===== config.mk =====
export PLATFORM = sky130hd
export DESIGN_NAME = i2s_dac_tx
export DESIGN_NICKNAME = d
export VERILOG_FILES = /design/src/rtl/i2s_dac_tx.sv
export SDC_FILE = /design/constraint.sdc
export NUM_CORES = 1
export LEC_CHECK = 0
export ABC_AREA = 1
export BUFFER_PORTS_ARGS = -buffer_cell sky130_fd_sc_hd__buf_2
export CORE_MARGIN = 5
export CORE_UTILIZATION = 45
export CTS_CLUSTER_DIAMETER = 40
export DETAILED_ROUTE_END_ITERATION = 8
export PLACE_DENSITY = 0.69
export SLEW_MARGIN = 20
export SYNTH_ARGS = -nofsm -noshare
export SYNTH_HDL_FRONTEND = slang
export SYNTH_SLANG_ARGS = --single-unit

===== constraint.sdc =====
create_clock -name clk -period 3.6 [get_ports clk]
set_clock_uncertainty 0.2 [all_clocks]
set_input_delay 0.36 -clock clk [delete_from_list [all_inputs] [get_ports clk]]
set_output_delay 0.36 -clock clk [all_outputs]
set_load 0.02 [all_outputs]

===== src/rtl/i2s_dac_tx.sv =====
// Purpose : I2S (Philips) serializer for the WM8731 DAC; bit-clock/LR-clock master, one stereo pair per frame.
// Latency : a pair accepted into holding is sent in the next frame; dacdat lags the slot edge by one BCLK.
// Backpres: sample_ready is low while a pair is held; the holding register drains at each left-slot start.
//
// Ports:
//   clk          system clock
//   reset        asynchronous active-low reset
//   enable       codec configuration finished; low forces the serializer idle (holding is kept)
//   sample_left  left-channel PCM sample, two's complement
//   sample_right right-channel PCM sample, two's complement
//   sample_valid sample_left/right hold a valid pair
//   sample_ready holding register can accept a pair (combinational: enable & ~holding_full)
//   bclk         I2S bit clock, period 2*BCLK_DIV clk
//   lrclk        DACLRC: 0 = left slot, 1 = right slot
//   dacdat       serial data, updated only in the clk where bclk falls
//   frame_start  one-clk pulse when a left slot begins
//   underrun     one-clk pulse when a frame begins with no pair held
module i2s_dac_tx #(
  parameter int SAMPLE_WIDTH = 16,
  parameter int SLOT_BITS    = 32,
  parameter int BCLK_DIV     = 4
) (
  input  logic                    clk,
  input  logic                    reset,
  input  logic                    enable,
  input  logic [SAMPLE_WIDTH-1:0] sample_left,
  input  logic [SAMPLE_WIDTH-1:0] sample_right,
  input  logic                    sample_valid,
  output logic                    sample_ready,
  output logic                    bclk,
  output logic                    lrclk,
  output logic                    dacdat,
  output logic                    frame_start,
  output logic                    underrun
);

  // A one-cycle divider still needs a 1-bit counter so the compare below stays legal.
  localparam int DW = (BCLK_DIV > 1) ? $clog2(BCLK_DIV) : 1;
  localparam int BW = $clog2(SLOT_BITS);

  logic [DW-1:0]           div_cnt;
  logic [BW-1:0]           bit_cnt;
  logic                    chan;          // 1 = right slot
  logic                    running;       // a falling event has happened since idle
  logic [SAMPLE_WIDTH-1:0] holding_l;
  logic [SAMPLE_WIDTH-1:0] holding_r;
  logic                    holding_full;
  logic [SAMPLE_WIDTH-1:0] shift_l;
  logic [SAMPLE_WIDTH-1:0] shift_r;

  logic          div_tc;
  logic          fall_evt;
  logic          slot_wrap;
  logic [BW-1:0] bit_nxt;
  logic          chan_nxt;
  logic          left_start;
  logic          dat_active;
  logic          dat_nxt;
  logic          xfer;

  assign sample_ready = enable & ~holding_full;
  assign xfer         = sample_valid & sample_ready;

  assign div_tc   = (div_cnt == DW'(BCLK_DIV - 1));
  // bclk is high and about to toggle: this clk is a falling event.
  assign fall_evt = enable & div_tc & bclk;

  // Idle parks the counters at bit 0 of the right slot, so the very first
  // falling event after enable is treated as a slot wrap into the left slot.
  assign slot_wrap  = ~running | (bit_cnt == BW'(SLOT_BITS - 1));
  assign bit_nxt    = slot_wrap ? '0 : bit_cnt + BW'(1);
  assign chan_nxt   = slot_wrap ? ~chan : chan;
  assign left_start = fall_evt & slot_wrap & chan;

  // Bits 1..SAMPLE_WIDTH of a slot carry the sample; bit 0 is the I2S delay bit.
  assign dat_active = (bit_nxt != '0) && (bit_nxt <= BW'(SAMPLE_WIDTH));
  assign dat_nxt    = dat_active ? (chan_nxt ? shift_r[SAMPLE_WIDTH-1]
                                             : shift_l[SAMPLE_WIDTH-1])
                                 : 1'b0;

  always_ff @(posedge clk or negedge reset) begin
    if (!reset) begin
      div_cnt      <= '0;
      bit_cnt      <= '0;
      chan         <= 1'b1;
      running      <= 1'b0;
      bclk         <= 1'b0;
      lrclk        <= 1'b1;
      dacdat       <= 1'b0;
      frame_start  <= 1'b0;
      underrun     <= 1'b0;
      holding_l    <= '0;
      holding_r    <= '0;
      holding_full <= 1'b0;
      shift_l      <= '0;
      shift_r      <= '0;
    end else begin
      frame_start <= 1'b0;
      underrun    <= 1'b0;

      if (!enable) begin
        // Abandon the partial frame; the held pair survives for the restart.
        div_cnt <= '0;
        bit_cnt <= '0;
        chan    <= 1'b1;
        running <= 1'b0;
        bclk    <= 1'b0;
        lrclk   <= 1'b1;
        dacdat  <= 1'b0;
      end else begin
        if (div_tc) begin
          div_cnt <= '0;
          bclk    <= ~bclk;
        end else begin
          div_cnt <= div_cnt + DW'(1);
        end

        if (fall_evt) begin
          running <= 1'b1;
          bit_cnt <= bit_nxt;
          chan    <= chan_nxt;
          dacdat  <= dat_nxt;
          if (slot_wrap) begin
            lrclk <= chan_nxt;
          end

          if (left_start) begin
            frame_start <= 1'b1;
            if (holding_full) begin
              shift_l      <= holding_l;
              shift_r      <= holding_r;
              holding_full <= 1'b0;
            end else begin
              shift_l  <= '0;
              shift_r  <= '0;
              underrun <= 1'b1;
            end
          end else if (dat_active) begin
            if (chan_nxt) begin
              shift_r <= {shift_r[SAMPLE_WIDTH-2:0], 1'b0};
            end else begin
              shift_l <= {shift_l[SAMPLE_WIDTH-2:0], 1'b0};
            end
          end
        end
      end

      // Placed last: a pair arriving on the same clk as an underrunning
      // left-slot start is kept for the following frame.
      if (xfer) begin
        holding_l    <= sample_left;
        holding_r    <= sample_right;
        holding_full <= 1'b1;
      end
    end
  end

endmodule


==> implementation parameters, run 1 <==
Parameter                              Value

Status
  Run status    finished, final reports clean

Worst setup path
  FF-to-FF End    shift_r[4]
  Kind of critical path    reg -> reg
  Critical Path Start Type    flip-flop
  Endpoint required time on the critical path    3.68 ns
  Worst Reg2Reg Path Length in Cells    13
  Data arrival, critical path    2.74 ns
  Dominant cell type by count on the critical path    sky130_fd_sc_hd__nand2_1
  CP max stage delay    ~0.4 ns
  Reg-to-reg setup timing slack    around 0.93 ns
  R2R Path Start    bit_cnt[0]
  Crit path launch    bit_cnt[0]
  Critical path's slowest cell    sky130_fd_sc_hd__dfrtp_1
  Worst setup path endpoint    shift_r[4]
  Worst-path cell chain    ha_1, nand2_1, nor2_1, ha_1, nor2_4, nand3_1, nand2_1, inv_1, nand3_1, nand3_4, nand2_2, nand2_1, nand2_1
  Kind of end point of the critical path    flip-flop
  Largest fanout on the critical path    32

Clock tree
  Later-pin clock latency in the skew report    about 0.35 ns
  Number of H-tree levels    3
  Clock tree buffer depth    2
  Number of gates resized after CTS    0
  Clk pin slew, worst setup/hold paths    around 0.09 ns
  Sink Count    79
  CTS tree    built
  Clock buffers created by TritonCTS    9
  Clock root buffer    sky130_fd_sc_hd__clkbuf_8

Routing
  Wire length after detailed routing    6920 µm
  Avg Vias per Cell    about 5.1
  First-pass detailed-route iteration total    4
  Count of unresolved DRC violations after routing    0
  Routed wire length per instance    13.0 µm
  Number of nets still failing antenna checks after routing    0
  DR iter-0 viols    approximately 120
  Via count of the routed design    between 2000 and 3000

Power
  Switching Power    just under 0.0006 W
  Standby leakage power    ~2.2 nW
  Power share of the sequential group    0.565
  Part of the power in the clock network    0.270
  Internal power summed over all cells    between 0.0015 and 0.002 W
  Power density normalized to cell area    ~520 nW/µm²
  Share of total power in combinational logic    0.164
  Switching fraction of total power    0.272
  Highest ir drop seen on vdd    about 0.34 mV

Layout
  Total inserted antenna cells    0
  Total Nets Final    ~470
  Design area    roughly 4000 µm²
  Synthesis-to-finish area growth    11.5%
  Leading cell type in the layout, fill and taps excluded    sky130_fd_sc_hd__nand2_1
  Share of post-route cells with drive strength above 1    0.245
  Most frequent cells in the layout    sky130_fd_sc_hd__nand2_1 (144), sky130_fd_sc_hd__dfrtp_1 (77), sky130_fd_sc_hd__nand3_1 (72)

Timing
  Worst Tran Pin Value    0.691 ns
  Fin crit share    0.741
  Setup repair after global routing missed its margin    false
  Rel. slew slack    0.539
  Post-route setup TNS    0 ns
  Highest attainable clock frequency    375 MHz
  Pins Over Slew Limit    0
  Final setup vio count    0
  Shortest clock period the worst path allows after layout    roughly 2.7 ns
  Final Hold Violating Endpoints    0

Yosys
  Cell type contributing the most total cell area after synthesis    sky130_fd_sc_hd__dfrtp_1
  Sequential fraction of the synthesis area    0.541
  Synthesis warning total    0
  Mapped Cells    a little under 400
  Number of nets in the synthesized netlist    roughly 430
  Largest cells by area after synthesis    sky130_fd_sc_hd__dfrtp_1 (53%), sky130_fd_sc_hd__nand2_1 (15%), sky130_fd_sc_hd__nand3_1 (9.9%)
  Combined area of all synthesized cells    roughly 3700 µm²
  Synth cell types    25
  Average size of a mapped cell    between 9 and 10 µm²
  Total of flip-flops plus latches after synthesis    between 70 and 80
  Top-area cell type share of the netlist area    0.527

Run
  Max-cap viol count    0

Place
  Number of port buffers    between 40 and 50
  Placed cell area    between 3000 and 4000 µm²
  Placer Congestion    around 0.9
  Placed wire-length estimate    ~4400 µm

Floorplanning
  I/O pin count    42
  Number of rows created at floorplan    32
  Die ar.    ~10000 µm²
  Die span in y    between 100 and 150 µm
  Starting Density    0.468
  Area of the core    about 7800 µm²
  Horizontal die dimension    100 µm

Global route
  Number of antenna violations at the first check in global routing    0
  Vias in the first global route    between 2000 and 3000
  Congestion Overflow GR    0
  Combined global-route utilization of all metal layers    0.154
  Largest net degree at the start of global routing    80
  Wire length of the first global-routing pass    roughly 12000 µm

Worst hold path
  Worst Hold Class    in -> reg
  Count of cells along the worst hold path    2
[kinds of logic (layout without fill, tap and decap cells)]
kind of cell	count (synthesis)	count (layout)	synth area share
compound gates	13	13	0.0222
fa+ha+maj	3	3	0.0103
buf+inv	35	75	0.0479
flops	79	79	0.541
mux	32	32	0.0985
simple gates	230	230	0.280
[timing repair]
action,4_1_cts,5_1_grt
hold endpoints to repair,6,0
hold buffers,1,0
buffers inserted,0,0
[registers in the layout (all words and copies together), names as in the netlist]
| name | flops |
|---|---|
| running | 1 |
| frame_start | 1 |
| shift_l | 16 |
| holding_full | 1 |
| chan | 1 |
| bit_cnt | 5 |
| div_cnt | 2 |
| holding_r | 16 |
| underrun | 1 |
| shift_r | 16 |
| holding_l | 16 |
| lrclk | 1 |
| bclk | 1 |
| dacdat | 1 |
[layer usage]
layer / up-vias / global-route usage / wire length [µm]
met4: 0 / 0.0746 / 149
li1: 1358 / - / -
met1: 1329 / 0.198 / 3250
met5: - / 0 / 0
met2: 47 / 0.250 / 3280
met3: 11 / 0.0285 / 237
[worst min-delay path by stage]
stage                     from  slack (ns)            to
4_1_cts        sample_right[4]        0.02  holding_r[4]
6_report       sample_right[4]        0.04  holding_r[4]
3_3_place_gp        div_cnt[0]        0.22    div_cnt[0]
2_1_floorplan            reset       -0.14          bclk
5_1_grt         sample_left[3]        0.03  holding_l[3]
3_5_place_dp        div_cnt[0]        0.23    div_cnt[0]
[stage by stage]
| stage | instances | power (W) | utilization | worst slack (ns) | hold WS (ns) |
|---|---|---|---|---|---|
| after global routing | 534 | 0.00224 | 0.522 | 0.623 | 0.0325 |
| after global placement | 517 | 0.00155 | 0.499 | 1.00 | 0.217 |
| final | 534 | 0.00212 | 0.522 | 0.934 | 0.0369 |
| after CTS | 534 | 0.00215 | 0.522 | 0.919 | 0.0228 |
| after detailed placement | 517 | 0.00157 | 0.499 | 0.946 | 0.226 |
| after floorplan | 392 | 0.00145 | - | 1.35 | -0.136 |
[critical path: cells and delay by family (launching register included)]
family / cells / cell delay (ns)
fa+ha+maj: 2 / 0.42
flops: 1 / 0.41
simple gates: 10 / 1.51
buf+inv: 1 / 0.05
[synth_stat cells, drive strengths merged]
library cell	number
a22oi	1
o21ai	5
or2	2
ha	3
clkbuf	4
o22ai	2
dfstp	2
a21oi	5
nand3	74
nor2	6
dfrtp	77
nand4	1
mux2	32
buf	18
inv	13
nand2	147
[power by group through the flow]
stage / clock network [W] / logic, W / registers (W)
floorplan: 0 / 0.000266 / 0.00119
global placement: 0 / 0.000339 / 0.00121
detailed placement: 0 / 0.000352 / 0.00122
CTS: 0.000592 / 0.000354 / 0.00120
global route: 0.000622 / 0.000394 / 0.00122
finish: 0.000573 / 0.000348 / 0.00120
[area by class of cell]
cell class / instances / area [µm²]
fill: 746 / 3730
tap: 102 / 128
timing repair buffer: 46 / 251
clock buffer: 12 / 145
sequential: 79 / 1980
inverter: 13 / 48.8
clock inverter: 4 / 22.5
multi-input combinational: 278 / 1500
Power figures use the tool's default switching activity.
==> inputs of run 2 (changes only) <==
==> constraint.sdc (replaced) <==
create_clock -name clk -period 2.7 [get_ports clk]
set_clock_uncertainty 0.2 [all_clocks]
set_input_delay 0.27 -clock clk [delete_from_list [all_inputs] [get_ports clk]]
set_output_delay 0.27 -clock clk [all_outputs]
set_load 0.02 [all_outputs]
==> run 2 against run 1 <==
- sequential share of layout area fell by 4.2 points
- worst setup slack got worse by 0.66 ns
- count of clock-buffer cells in the layout fell by 1
- largest cell class unchanged
- global-route usage rose by 0.99 points
- worst hold slack barely moved
- core utilization rose by 4.9 points
- critical endpoint is now shift_r[3]
==> implementation parameters, run 2 (synthesized netlist as in run 1, its figures left out) <==
Parameter                              Value

Worst setup path
  Kind of critical path    reg -> reg (unchanged)
  Largest delay contributor family on the critical path    simple AND/OR/NAND/NOR gates (unchanged)
  Number of buffers and inverters on the critical path    3 (was 1)
  Critical path's slowest cell    sky130_fd_sc_hd__dfrtp_1 (unchanged)
  Worst-path cell chain    ha_1, nand2_1, nor2_1, ha_1, nor2_4, inv_2, nand2_4, nor2_4, inv_2, nand3_4, buf_4, nand3_1, nand2_1 (was ha_1, nand2_1, nor2_1, ha_1, nor2_4, nand3_1, nand2_1, inv_1, nand3_1, nand3_4, nand2_2, nand2_1, nand2_1)
  Endpoint required time on the critical path    2.75 ns (was 3.68 ns)
  Critical Path Start Type    flip-flop (unchanged)
  Kind of end point of the critical path    flip-flop (unchanged)
  CP max stage delay    0.41 ns (about the same)
  Data arrival, critical path    2.47 ns (was 2.74 ns)
  Largest fanout on the critical path    21 (was 32)

Layout
  Area used by multi-input combinational logic    1510 µm² (was 1500 µm²)
  Share of post-route cells with drive strength above 1    0.242 (was 0.245)
  Total area of sequential cells    1980 µm² (unchanged)
  Synthesis-to-finish area growth    21.9% (was 11.5%)
  Total inserted antenna cells    0 (unchanged)
  Most frequent cells in the layout    sky130_fd_sc_hd__nand2_1 (144), sky130_fd_sc_hd__dfrtp_1 (77), sky130_fd_sc_hd__nand3_1 (72) (unchanged)
  Count of fill cells added during filler insertion    682 (was 746)
  Total Nets Final    505 (was 466)
  Leading cell type in the layout, fill and taps excluded    sky130_fd_sc_hd__nand2_1 (unchanged)

Floorplanning
  Horizontal die dimension    100 µm (unchanged)
  I/O pin count    42 (unchanged)
  Area of the core    7810 µm² (unchanged)
  Die ar.    10000 µm² (unchanged)
  Die span in y    100 µm (unchanged)
  Number of rows created at floorplan    32 (unchanged)
  Starting Density    0.468 (unchanged)

Power
  Post-route total power    0.00289 W (was 0.00212 W)
  Standby leakage power    2.38 nW (was 2.20 nW)
  Highest ir drop seen on vdd    0.417 mV (was 0.338 mV)
  Power density normalized to cell area    649 nW/µm² (was 520 nW/µm²)

Routing
  Routed wire length per instance    12.8 µm (was 13.0 µm)
  Number of nets still failing antenna checks after routing    0 (unchanged)
  DR iter-0 viols    133 (was 122)
  Count of unresolved DRC violations after routing    0 (unchanged)
  Via count of the routed design    2858 (was 2745)
  First-pass detailed-route iteration total    5 (was 4)
  Wire length after detailed routing    7310 µm (was 6920 µm)
  Avg Vias per Cell    4.99 (was 5.14)

Global route
  Number of antenna violations at the first check in global routing    0 (unchanged)
  Wire length of the first global-routing pass    13200 µm (was 12400 µm)
  Largest net degree at the start of global routing    80 (unchanged)
  Vias in the first global route    2979 (was 2716)
  Congestion Overflow GR    0 (unchanged)
  Combined global-route utilization of all metal layers    0.164 (was 0.154)

Clock tree
  Sink Count    79 (unchanged)
  Clock buffers created by TritonCTS    9 (unchanged)
  Clock root buffer    sky130_fd_sc_hd__clkbuf_8 (unchanged)
  Later-pin clock latency in the skew report    0.35 ns (about the same)
  Number of H-tree levels    3 (unchanged)
  CTS tree    built (unchanged)
  Clock tree buffer depth    2 (unchanged)
  Clk pin slew, worst setup/hold paths    0.08 ns (was 0.09 ns)

Run
  Max-cap viol count    0 (unchanged)

Timing
  Fin crit share    0.899 (was 0.741)
  Final Hold Violating Endpoints    0 (unchanged)
  Post-route setup TNS    0 ns (unchanged)
  Rel. slew slack    0.355 (was 0.539)
  Setup repair after global routing missed its margin    false (unchanged)
  Highest attainable clock frequency    412 MHz (was 375 MHz)
  Worst Tran Pin Value    0.967 ns (was 0.691 ns)
  Pins Over Slew Limit    0 (unchanged)
  Shortest clock period the worst path allows after layout    2.43 ns (was 2.67 ns)
  Final setup vio count    0 (unchanged)

Worst hold path
  Worst Hold Class    in -> reg (unchanged)

Place
  Placed wire-length estimate    4480 µm (was 4440 µm)
  Number of port buffers    41 (unchanged)
  Placer Congestion    0.850 (was 0.881)

Status
  Run status    finished, final reports clean (unchanged)
==> run 2: layer usage <==
| metal | vias up | GRT usage | part of all wire |
|---|---|---|---|
| met5 | - | 0 | 0 |
| li1 | 1430 | - | - |
| met3 | 15 | 0.0264 | 0.038 |
| met1 | 1357 | 0.204 | 0.45 |
| met2 | 56 | 0.279 | 0.49 |
| met4 | 0 | 0.0725 | 0.025 |
==> run 2: path summary, 6_finish.rpt <==
| check | cells past startpoint | to | from | slack [ns] |
|---|---|---|---|---|
| worst max register to register | 13 | shift_r[3] | bit_cnt[0] | 0.27 |
| min in group asynchronous | 2 | bclk | reset | 0.41 |
| worst min register to register | 1 | div_cnt[0] | div_cnt[0] | 0.24 |
| worst min-delay path | 2 | lrclk | enable | 0.04 |
| max in group asynchronous | 2 | holding_l[13] | reset | 1.25 |
| worst max-delay path | 13 | shift_r[3] | bit_cnt[0] | 0.27 |
==> run 2: power breakdown <==
group	internal (W)	switching [W]	leakage [nW]
combinational	0.000285	0.000224	1.27
sequential	0.00145	0.000147	1.02
clock	0.000357	0.000428	0.0853
==> run 2: through the flow <==
| stage | instance area [µm²] | instances | utilization | setup WS (ns) | hold slack [ns] |
|---|---|---|---|---|---|
| after global placement | 3920 | 520 | 0.502 | 0.294 | 0.217 |
| after global routing | 4460 | 573 | 0.571 | 0.0412 | 0.0508 |
| after detailed placement | 3920 | 520 | 0.502 | 0.213 | 0.233 |
| final | 4460 | 573 | 0.571 | 0.273 | 0.0371 |
| after CTS | 4420 | 569 | 0.567 | 0.210 | 0.0217 |
| after floorplan | 3660 | 392 | - | 0.445 | -0.226 |
==> run 2: layout make-up <==
class | count | share of cell area
clock buffers | 11 | 0.0317
clock inverters | 5 | 0.00758
inverters | 13 | 0.0109
multi-input cells | 278 | 0.338
flip-flops and latches | 79 | 0.444
well taps | 102 | 0.0286
repair buffers | 85 | 0.139
==> run 2: repair_timing <==
item                       4_1_cts  5_1_grt
setup buffers                    0        4
setup endpoints to repair        0        8
hold endpoints to repair       109        0
gates resized for setup          0        1
hold buffers                    33        0
